--- config.mk ---
export PLATFORM = sky130hd
export DESIGN_NAME = pipe_hazard_ctrl_flat
export DESIGN_NICKNAME = d
export VERILOG_FILES = /design/src/rtl/pipe_hazard_ctrl_if.sv /design/src/rtl/pipe_hazard_ctrl.sv /design/src/flat_wrapper.sv
export SDC_FILE = /design/constraint.sdc
export NUM_CORES = 1
export LEC_CHECK = 0
export CORE_ASPECT_RATIO = 1.2
export CORE_MARGIN = 2
export CORE_UTILIZATION = 27
export DETAILED_ROUTE_END_ITERATION = 7
export PLACE_DENSITY = 0.88
export SLEW_MARGIN = 0
export SYNTH_ARGS = -nofsm -noshare
export SYNTH_HDL_FRONTEND = slang
export SYNTH_SLANG_ARGS = --single-unit
export TNS_END_PERCENT = 10
--- constraint.sdc ---
create_clock -name clk_i -period 3.56 [get_ports clk_i]
set_input_delay 0.356 -clock clk_i [delete_from_list [all_inputs] [get_ports clk_i]]
set_output_delay 0.356 -clock clk_i [all_outputs]
set_load 0.005 [all_outputs]
--- src/rtl/pipe_hazard_ctrl_if.sv ---
// Hazard-control bundle between the pipeline datapath and pipe_hazard_ctrl.
// Every signal is a plain per-cycle level with no valid/ready handshake:
// hazard inputs are sampled combinationally each cycle, and control outputs
// are acted on by the pipeline registers at the next posedge.
// The master side is the datapath and the slave side is the controller.
interface pipe_hazard_ctrl_if #(
  parameter int PERF_W = 32
);
  logic              IDEX_MemRead_i;
  logic [4:0]        IDEX_RtAddr_i;
  logic [4:0]        IFID_RsAddr_i;
  logic [4:0]        IFID_RtAddr_i;
  logic              Branch_taken_i;
  logic              Dmem_busy_i;
  logic              PC_Write_o;
  logic              IFID_Write_o;
  logic              IFID_Flush_o;
  logic              IDEX_Bubble_o;
  logic              Freeze_o;
  logic [1:0]        State_o;
  logic [PERF_W-1:0] Stall_cnt_o;
  logic [PERF_W-1:0] Flush_cnt_o;

  modport master (
    output IDEX_MemRead_i, IDEX_RtAddr_i, IFID_RsAddr_i, IFID_RtAddr_i,
    output Branch_taken_i, Dmem_busy_i,
    input  PC_Write_o, IFID_Write_o, IFID_Flush_o, IDEX_Bubble_o, Freeze_o,
    input  State_o, Stall_cnt_o, Flush_cnt_o
  );

  modport slave (
    input  IDEX_MemRead_i, IDEX_RtAddr_i, IFID_RsAddr_i, IFID_RtAddr_i,
    input  Branch_taken_i, Dmem_busy_i,
    output PC_Write_o, IFID_Write_o, IFID_Flush_o, IDEX_Bubble_o, Freeze_o,
    output State_o, Stall_cnt_o, Flush_cnt_o
  );
endinterface

--- src/rtl/pipe_hazard_ctrl.sv ---
// Stall/flush sequencer for the 5-stage pipeline.
// It handles three hazards: data-memory wait, load-use, and taken branch.
// Outputs are Mealy so a stall takes effect in the cycle its hazard is seen.
// Optional macro PERF_CNT_EN adds saturating stall/flush cycle counters.
// Without that macro, the counter ports are tied to zero.
module pipe_hazard_ctrl #(
  parameter int FLUSH_CYCLES = 1,
  parameter int PERF_W       = 32
) (
  input logic               clk_i,
  input logic               rst_i,
  pipe_hazard_ctrl_if.slave hz
);

  typedef enum logic [1:0] {
    ST_RUN      = 2'd0,
    ST_FLUSH    = 2'd1,
    ST_MEM_WAIT = 2'd2
  } state_t;

  state_t     state_q, state_d;
  logic [1:0] flush_cnt_q, flush_cnt_d;
  logic       lu;
  logic       pc_write, ifid_write, ifid_flush, idex_bubble, freeze;

  // A load into $0 never creates a dependency.
  assign lu = hz.IDEX_MemRead_i && (hz.IDEX_RtAddr_i != 5'd0) &&
              ((hz.IDEX_RtAddr_i == hz.IFID_RsAddr_i) ||
               (hz.IDEX_RtAddr_i == hz.IFID_RtAddr_i));

  // Next-state and Mealy control outputs; priority is busy, then lu, then branch.
  always_comb begin
    state_d     = state_q;
    flush_cnt_d = flush_cnt_q;
    pc_write    = 1'b1;
    ifid_write  = 1'b1;
    ifid_flush  = 1'b0;
    idex_bubble = 1'b0;
    freeze      = 1'b0;
    if (rst_i) begin
      pc_write    = 1'b0;
      ifid_write  = 1'b0;
      ifid_flush  = 1'b1;
      idex_bubble = 1'b1;
    end else begin
      case (state_q)
        ST_FLUSH: begin
          if (hz.Dmem_busy_i) begin
            // Flush sequence pauses with its count intact.
            pc_write   = 1'b0;
            ifid_write = 1'b0;
            freeze     = 1'b1;
          end else begin
            // ID holds a flushed slot, so lu and branch are meaningless here.
            ifid_flush  = 1'b1;
            flush_cnt_d = flush_cnt_q - 2'd1;
            if (flush_cnt_q == 2'd1) state_d = ST_RUN;
          end
        end
        default: begin
          // RUN and the release cycle of MEM_WAIT share the same decision.
          if (hz.Dmem_busy_i) begin
            pc_write   = 1'b0;
            ifid_write = 1'b0;
            freeze     = 1'b1;
            state_d    = ST_MEM_WAIT;
          end else if (lu) begin
            // One bubble; a branch in ID is ignored since its operand is stale.
            pc_write    = 1'b0;
            ifid_write  = 1'b0;
            idex_bubble = 1'b1;
            state_d     = ST_RUN;
          end else if (hz.Branch_taken_i) begin
            ifid_flush = 1'b1;
            if (FLUSH_CYCLES == 1) begin
              state_d = ST_RUN;
            end else begin
              flush_cnt_d = 2'(FLUSH_CYCLES - 1);
              state_d     = ST_FLUSH;
            end
          end else begin
            state_d = ST_RUN;
          end
        end
      endcase
    end
  end

  // State and flush counter registers with synchronous reset.
  always_ff @(posedge clk_i) begin
    if (rst_i) begin
      state_q     <= ST_RUN;
      flush_cnt_q <= 2'd0;
    end else begin
      state_q     <= state_d;
      flush_cnt_q <= flush_cnt_d;
    end
  end

  assign hz.PC_Write_o    = pc_write;
  assign hz.IFID_Write_o  = ifid_write;
  assign hz.IFID_Flush_o  = ifid_flush;
  assign hz.IDEX_Bubble_o = idex_bubble;
  assign hz.Freeze_o      = freeze;
  assign hz.State_o       = state_q;

`ifdef PERF_CNT_EN
  logic [PERF_W-1:0] stall_cnt_q, flush_pc_q;
  logic              stall_evt, flush_evt;

  // lu only stalls outside FLUSH and when memory is not busy.
  assign stall_evt = !rst_i && (hz.Dmem_busy_i || (lu && (state_q != ST_FLUSH)));
  assign flush_evt = !rst_i && ifid_flush;

  // Saturating performance counters.
  always_ff @(posedge clk_i) begin
    if (rst_i) begin
      stall_cnt_q <= '0;
      flush_pc_q  <= '0;
    end else begin
      if (stall_evt && (stall_cnt_q != '1)) stall_cnt_q <= stall_cnt_q + 1'b1;
      if (flush_evt && (flush_pc_q != '1))  flush_pc_q  <= flush_pc_q + 1'b1;
    end
  end

  assign hz.Stall_cnt_o = stall_cnt_q;
  assign hz.Flush_cnt_o = flush_pc_q;
`else
  assign hz.Stall_cnt_o = '0;
  assign hz.Flush_cnt_o = '0;
`endif

endmodule

--- src/flat_wrapper.sv ---
// flat-port wrapper written by rule: the top's interface ports become plain ports
module pipe_hazard_ctrl_flat 
#(
  parameter int FLUSH_CYCLES = 1,
  parameter int PERF_W       = 32
)
  (clk_i, rst_i, hz_IDEX_MemRead_i, hz_IDEX_RtAddr_i, hz_IFID_RsAddr_i, hz_IFID_RtAddr_i, hz_Branch_taken_i, hz_Dmem_busy_i, hz_PC_Write_o, hz_IFID_Write_o, hz_IFID_Flush_o, hz_IDEX_Bubble_o, hz_Freeze_o, hz_State_o, hz_Stall_cnt_o, hz_Flush_cnt_o);
  pipe_hazard_ctrl_if #(.PERF_W(PERF_W)) hz_i ();
  input logic clk_i;
  input logic rst_i;
  input wire logic [$bits(hz_i.IDEX_MemRead_i)-1:0] hz_IDEX_MemRead_i;
  input wire logic [$bits(hz_i.IDEX_RtAddr_i)-1:0] hz_IDEX_RtAddr_i;
  input wire logic [$bits(hz_i.IFID_RsAddr_i)-1:0] hz_IFID_RsAddr_i;
  input wire logic [$bits(hz_i.IFID_RtAddr_i)-1:0] hz_IFID_RtAddr_i;
  input wire logic [$bits(hz_i.Branch_taken_i)-1:0] hz_Branch_taken_i;
  input wire logic [$bits(hz_i.Dmem_busy_i)-1:0] hz_Dmem_busy_i;
  output wire logic [$bits(hz_i.PC_Write_o)-1:0] hz_PC_Write_o;
  output wire logic [$bits(hz_i.IFID_Write_o)-1:0] hz_IFID_Write_o;
  output wire logic [$bits(hz_i.IFID_Flush_o)-1:0] hz_IFID_Flush_o;
  output wire logic [$bits(hz_i.IDEX_Bubble_o)-1:0] hz_IDEX_Bubble_o;
  output wire logic [$bits(hz_i.Freeze_o)-1:0] hz_Freeze_o;
  output wire logic [$bits(hz_i.State_o)-1:0] hz_State_o;
  output wire logic [$bits(hz_i.Stall_cnt_o)-1:0] hz_Stall_cnt_o;
  output wire logic [$bits(hz_i.Flush_cnt_o)-1:0] hz_Flush_cnt_o;
  assign hz_i.IDEX_MemRead_i = hz_IDEX_MemRead_i;
  assign hz_i.IDEX_RtAddr_i = hz_IDEX_RtAddr_i;
  assign hz_i.IFID_RsAddr_i = hz_IFID_RsAddr_i;
  assign hz_i.IFID_RtAddr_i = hz_IFID_RtAddr_i;
  assign hz_i.Branch_taken_i = hz_Branch_taken_i;
  assign hz_i.Dmem_busy_i = hz_Dmem_busy_i;
  assign hz_PC_Write_o = hz_i.PC_Write_o;
  assign hz_IFID_Write_o = hz_i.IFID_Write_o;
  assign hz_IFID_Flush_o = hz_i.IFID_Flush_o;
  assign hz_IDEX_Bubble_o = hz_i.IDEX_Bubble_o;
  assign hz_Freeze_o = hz_i.Freeze_o;
  assign hz_State_o = hz_i.State_o;
  assign hz_Stall_cnt_o = hz_i.Stall_cnt_o;
  assign hz_Flush_cnt_o = hz_i.Flush_cnt_o;
  pipe_hazard_ctrl #(.FLUSH_CYCLES(FLUSH_CYCLES), .PERF_W(PERF_W)) u_core (.clk_i(clk_i), .rst_i(rst_i), .hz(hz_i));
endmodule
==> results of run 1 <==
[power groups by stage]
stage,Sequential [µW],Combinational (µW),Clock [µW]
floorplan,12.3,85.6,0
global placement,12.2,67.4,0
detailed placement,12.2,68.9,0
CTS,12.2,69.0,0
global route,12.2,78.1,0
finish,12.2,69.8,0
[final cells by class]
type | instances | area, µm² | share of cell area [%]
flip-flops and latches | 1 | 20.0 | 2.73
inverters | 2 | 7.51 | 1.02
well taps | 33 | 41.3 | 5.62
multi-input cells | 89 | 415 | 56.6
repair buffers | 25 | 250 | 34.1
[worst max-delay path, cell delays in order]
cell and delay [ns]:
sky130_fd_sc_hd__clkdlybuf4s50_1 0.47, sky130_fd_sc_hd__or4_1 0.57, sky130_fd_sc_hd__o21ai_2 0.18, sky130_fd_sc_hd__inv_2 0.07, sky130_fd_sc_hd__a211oi_2 0.25, sky130_fd_sc_hd__clkdlybuf4s50_1 0.54
[per-stage QoR]
step | util, % | area [µm²] | hold WS, ns | total power, µW
finish | 29.3 | 734 | 1.02 | 81.9
global route | 29.3 | 734 | 1.08 | 90.3
CTS | 29.3 | 734 | 1.01 | 81.1
detailed placement | 29.3 | 734 | 1.01 | 81.1
global placement | 29.3 | 734 | 0.990 | 79.6
floorplan | - | 938 | 0.423 | 97.9
[worst min-delay path by stage]
stage,startpoint,endpoint,slack (ns),cells past startpoint
after floorplan,rst_i,u_core.hz.State_o[1],0.42,1
after global placement,rst_i,u_core.hz.State_o[1],0.99,2
after detailed placement,rst_i,u_core.hz.State_o[1],1.01,2
after CTS,rst_i,u_core.hz.State_o[1],1.01,2
after global routing,u_core.hz.State_o[1],hz_State_o[1],1.08,1
final,rst_i,u_core.hz.State_o[1],1.02,2
[cells in the mapped netlist (2+ instances only)]
master	number	area, µm²
sky130_fd_sc_hd__nand3_1	2	10.0
sky130_fd_sc_hd__xnor2_1	10	87.6
sky130_fd_sc_hd__nor2_1	2	7.51
sky130_fd_sc_hd__nand2_1	3	11.3
sky130_fd_sc_hd__buf_4	66	495
[layout by cell type (no fill, tap or decap)]
master                            instances
sky130_fd_sc_hd__nand3_1                  2
sky130_fd_sc_hd__inv_2                    1
sky130_fd_sc_hd__xnor2_1                 10
sky130_fd_sc_hd__a31o_1                   1
sky130_fd_sc_hd__or4_1                    1
sky130_fd_sc_hd__a31oi_1                  1
sky130_fd_sc_hd__o22ai_1                  1
sky130_fd_sc_hd__o21ai_2                  1
sky130_fd_sc_hd__clkdlybuf4s50_1         25
sky130_fd_sc_hd__a211oi_2                 1
sky130_fd_sc_hd__nand2_1                  3
sky130_fd_sc_hd__inv_1                    1
sky130_fd_sc_hd__o21ai_0                  1
sky130_fd_sc_hd__nor2_1                   2
sky130_fd_sc_hd__dfxtp_1                  1
sky130_fd_sc_hd__conb_1                  65
[logic make-up (layout without fill, tap and decap cells)]
kind of cell	after synthesis	after routing	share of synthesized area [%]
buffers and inverters	68	27	72.0
xor gates and xnor gates	10	10	12.5
and+or+nand+nor	8	8	5.20
AOI/OAI and AO/OA	6	6	6.81
other	1	65	0.537
DFF	1	1	2.87
[metal layers]
| metal | track usage (%) | vias to the layer above | share of wire [%] |
|---|---|---|---|
| met5 | 0 | - | 0 |
| met4 | 0 | 0 | 0 |
| met3 | 1.00 | 0 | 25 |
| met2 | 11.8 | 68 | 55 |
| met1 | 4.25 | 186 | 20 |
| li1 | - | 211 | - |
==> out/metrics.yaml, run 1 <==
report.final.setup_viol: 0
critPathMaxFanout: 3
wire_length_of_the_first_global_routing_pass_um: 1190
report.final.slew_viol_count: 0
chipWidth_um: 50.4
mappedNetlistArea_um2: 698
setup_total_negative_slack_ns: 0
cp-start-kind: "input port"
top_level_ports: 91
yosysWarnings: 0
postSynthCellCount: 94
holdBufCountCts: 0
die_y_um: 59.7
timing_worst_setup_path_type: "input port to output pin"
post_cts_gate_resize_count: 0
static-leakage-power_uw: 0.000370
post-place-cells: 150
drive_gt1_share_pct: 2.56
area_growth_syn_to_layout_pct: 5.20
critical_path.startpoint: "hz_IDEX_RtAddr_i[4]"
finish.cell_count_without_fillers: 150
max_clock_freq_mhz: 359
worst-endpoint-arrival_ns: 2.43
preCtsSetupSlack_ns: 0.741
synthArstFlopShare_pct: 0
synth-main-ff-cell: "sky130_fd_sc_hd__dfxtp_1"
cellPowerDensity_mw_per_mm2: 112
comb_power_share_pct: 85.2
grt.total_usage_pct: 4.99
globalRouteOverflowTotal: 0
postRouteAntennaNets: 0
p_int_uw: 47.8
switching_share_pct: 41.6
synth-edff-count: 0
dr_total_vias: 465
grt_antenna_before_repair: 0
p_switching_uw: 34.1
post_drt_wl_per_cell_um: 6.35
dieArea_mm2: 0.00301
placement_rows: 20
cts_post_setup_buffers_inserted: 0
final_hold_viol_count: 0
run_status: "finished clean"
ys_types: 16
place.detailed.hpwl_um: 960
final_min_period_ns: 2.79
worst_setup_ep: "hz_IFID_Write_o"
endpoint_kind: "output pin"
final_nets: 139
number_of_flip_flops_in_the_largest_register: 1
worst_hold_path_type: "input port to flop"
placeableCoreArea_mm2: 0.00250
drc_errors: 0
yosys_register_bits: 1
finalWeightedCongestion: 0.615
fill_cells: 283
share_clk_of_total_power_pct: 0
post-route-period-util_pct: 78.2
placement.io_buffers: 25
drt_first_pass_iters: 1
ir_worst_vdd_uv: 49.7
drc_marker_count_from_the_first_detailed_route_iteration: 0
drt-total-wl_um: 953
first_global_vias: 277
drv_cap: 0
starting_utilization_of_the_core_area_pct: 27.9
post_drt_via_cell_ratio: 3.10
avg_synthesized_cell_area_um2: 7.43
critical_path_required_ns: 3.20
worst_slack_ns: 0.775
power.sequential.fraction_pct: 14.8
antennaDiodeCount: 0
clk_pin_slew_ns: 0
seq_area_frac_synth_pct: 2.87
grt_max_degree: 6
rsz0062_at_grt: "no"
Power figures use the tool's default switching activity.
==> run 2, diff against run 1 <==
- CORE_UTILIZATION: 27 -> 25
- PLACE_DENSITY: 0.88 -> 0.82
- clock period: 3.56 -> 2.6 ns (I/O delays scaled with it)
==> out/metrics.yaml, run 2 (synthesis results as in run 1) <==
antennaDiodeCount: 0  # unchanged
p_switching_uw: 46.8  # +37%
final_hold_viol_count: 0  # unchanged
final_nets: 142  # +2.2%
final.hold.worst_slack_ns: 0.920  # -0.0978 ns
dieArea_mm2: 0.00323  # +7.4%
rsz0062_at_grt: "no"
placement_rows: 21  # +5.0%
met2_usage_pct: 11.0  # -0.81 points
die_y_um: 61.9  # +3.7%
grt.busiest_layer: "met2"
power.sequential.fraction_pct: 14.5  # -0.3 points
static-leakage-power_uw: 0.000412  # +12%
max_stage_delay_on_crit_path_ns: 0.56  # about the same
drive_gt1_share_pct: 5.00  # +2.4 points
worst_hold_path.num_cells: 2  # unchanged
dr_total_vias: 467  # +0.43%
finish.instance_area_um2: 763  # +3.9%
critPathMaxFanout: 2  # -1
report.final.slew_viol_count: 0  # unchanged
post_drt_via_cell_ratio: 3.03  # -2.2%
clk_pin_slew_ns: 0  # unchanged
switching_share_pct: 40.9  # -0.78 points
terminating_pin_of_the_worst_hold_path: "u_core.hz.State_o[1]"
chipWidth_um: 52.2  # +3.6%
postRouteAntennaNets: 0  # unchanged
hold_path_startpoint: "rst_i"
critical-path-top-delay-family: "buffers and inverters"
critical_path_buf_inv_count: 3  # unchanged
share_clk_of_total_power_pct: 0  # unchanged
worst_slack_ns: 0.207  # -0.568 ns
number_of_flip_flops_in_the_largest_register: 1  # unchanged
worst_hold_path_type: "input port to flop"
comb_power_share_pct: 85.5  # +0.3 points
grt_antenna_before_repair: 0  # unchanged
placed_area_um2: 758  # +3.2%
timing_worst_setup_path_type: "input port to output pin"
finalWeightedCongestion: 0.592  # -3.7%
cellPowerDensity_mw_per_mm2: 150  # +35%
critical_path_required_ns: 2.34  # -0.86 ns
p_int_uw: 67.8  # +42%
drt_first_pass_iters: 2  # +1
timing.critical_path.depth: 6  # unchanged
ir_worst_vdd_uv: 64.4  # +30%
grt.total_usage_pct: 4.85  # -0.14 points
starting_utilization_of_the_core_area_pct: 25.5  # -2.4 points
post_drt_wl_per_cell_um: 6.38  # +0.37%
drc_errors: 0  # unchanged
area_growth_syn_to_layout_pct: 9.32
report.final.setup_viol: 0  # unchanged
drv_cap: 0  # unchanged
commonest_non_fill_non_tap_cell_in_the_layout: "sky130_fd_sc_hd__conb_1"
most_common_cell_on_crit_path: "sky130_fd_sc_hd__clkdlybuf4s50_1"
cts_post_setup_buffers_inserted: 0  # unchanged
met1_usage_pct: 4.60  # +0.35 points
layout_common_cells: "sky130_fd_sc_hd__conb_1, sky130_fd_sc_hd__clkdlybuf4s50_1, sky130_fd_sc_hd__xnor2_1, sky130_fd_sc_hd__nand2_1, sky130_fd_sc_hd__buf_4"
drt-total-wl_um: 982  # +3.0%
cp_slowest_cell: "sky130_fd_sc_hd__or4_1"
endpoint_kind: "output pin"
top_level_ports: 91  # unchanged
setup_total_negative_slack_ns: 0  # unchanged
post-route-util_pct: 27.9  # -1.4 points
wire_length_of_the_first_global_routing_pass_um: 1190  # unchanged
drc_marker_count_from_the_first_detailed_route_iteration: 2  # +2
preCtsSetupSlack_ns: 0.0155  # -0.726 ns
cp-start-kind: "input port"
met3_usage_pct: 0.957  # -0.043 points
post-route-period-util_pct: 92.0
worst-endpoint-arrival_ns: 2.13  # -0.30 ns
final_min_period_ns: 2.39
max_clock_freq_mhz: 418
place.detailed.hpwl_um: 965  # +0.47%
placement.io_buffers: 25  # unchanged
cp_cell_sequence: "clkdlybuf4s50_1 > or4_1 > o21ai_2 > inv_2 > a31o_1 > clkdlybuf4s50_1"
globalRouteOverflowTotal: 0  # unchanged
run_status: "finished clean"
first_global_vias: 268  # -3.2%
placeableCoreArea_mm2: 0.00273  # +9.2%
fill_cells: 305  # +7.8%
grt_max_degree: 6  # unchanged
run 2: changes by cell type in the layout (fill, tap and decap cells not counted):
cell | before | now
sky130_fd_sc_hd__buf_4 | 0 | 3
sky130_fd_sc_hd__dlymetal6s2s_1 | 0 | 2
sky130_fd_sc_hd__clkdlybuf4s50_1 | 25 | 23
run 2: repair_timing:
item	CTS	global route
resized for setup	0	2
hold buffers	0	0
endpoints found under the setup margin	0	2
run 2: how the worst max path moves through the flow:
stage	endpoint	slack [ns]	start
floorplan	hz_PC_Write_o	0.95	hz_IDEX_RtAddr_i[4]
global placement	hz_PC_Write_o	0.09	hz_IDEX_RtAddr_i[4]
detailed placement	hz_IFID_Write_o	0.02	hz_IDEX_RtAddr_i[4]
CTS	hz_IFID_Write_o	0.006	hz_IDEX_RtAddr_i[4]
global route	hz_IDEX_Bubble_o	0.08	hz_IDEX_RtAddr_i[4]
finish	hz_IDEX_Bubble_o	0.21	hz_IDEX_RtAddr_i[4]
run 2: through the flow:
step                total power (µW)  instances
CTS                              114        154
global placement                 113        154
detailed placement               114        154
floorplan                        134        158
finish                           115        154
global route                     129        154
run 2: routing by layer:
metal	part of all wire, %	vias up	routed length, µm
met5	0	-	0
met4	0	0	0
met3	25	0	245
met2	52	61	507
met1	23	191	229
li1	-	215	-
run 2: final cells by class:
| class | count | area, µm² | share of cell area (%) |
|---|---|---|---|
| timing repair buffer | 28 | 278 | 36.4 |
| tap | 34 | 42.5 | 5.57 |
| inverter | 2 | 7.51 | 0.984 |
| multi-input combinational | 89 | 415 | 54.4 |
| sequential | 1 | 20.0 | 2.62 |
run 2: power groups by stage:
stage,registers [µW],logic [µW],clock network (µW)
after global placement,16.7,95.9,0
after floorplan,16.8,117,0
final,16.7,98.0,0
after global routing,16.7,112,0
after detailed placement,16.7,97.6,0
after CTS,16.7,97.8,0
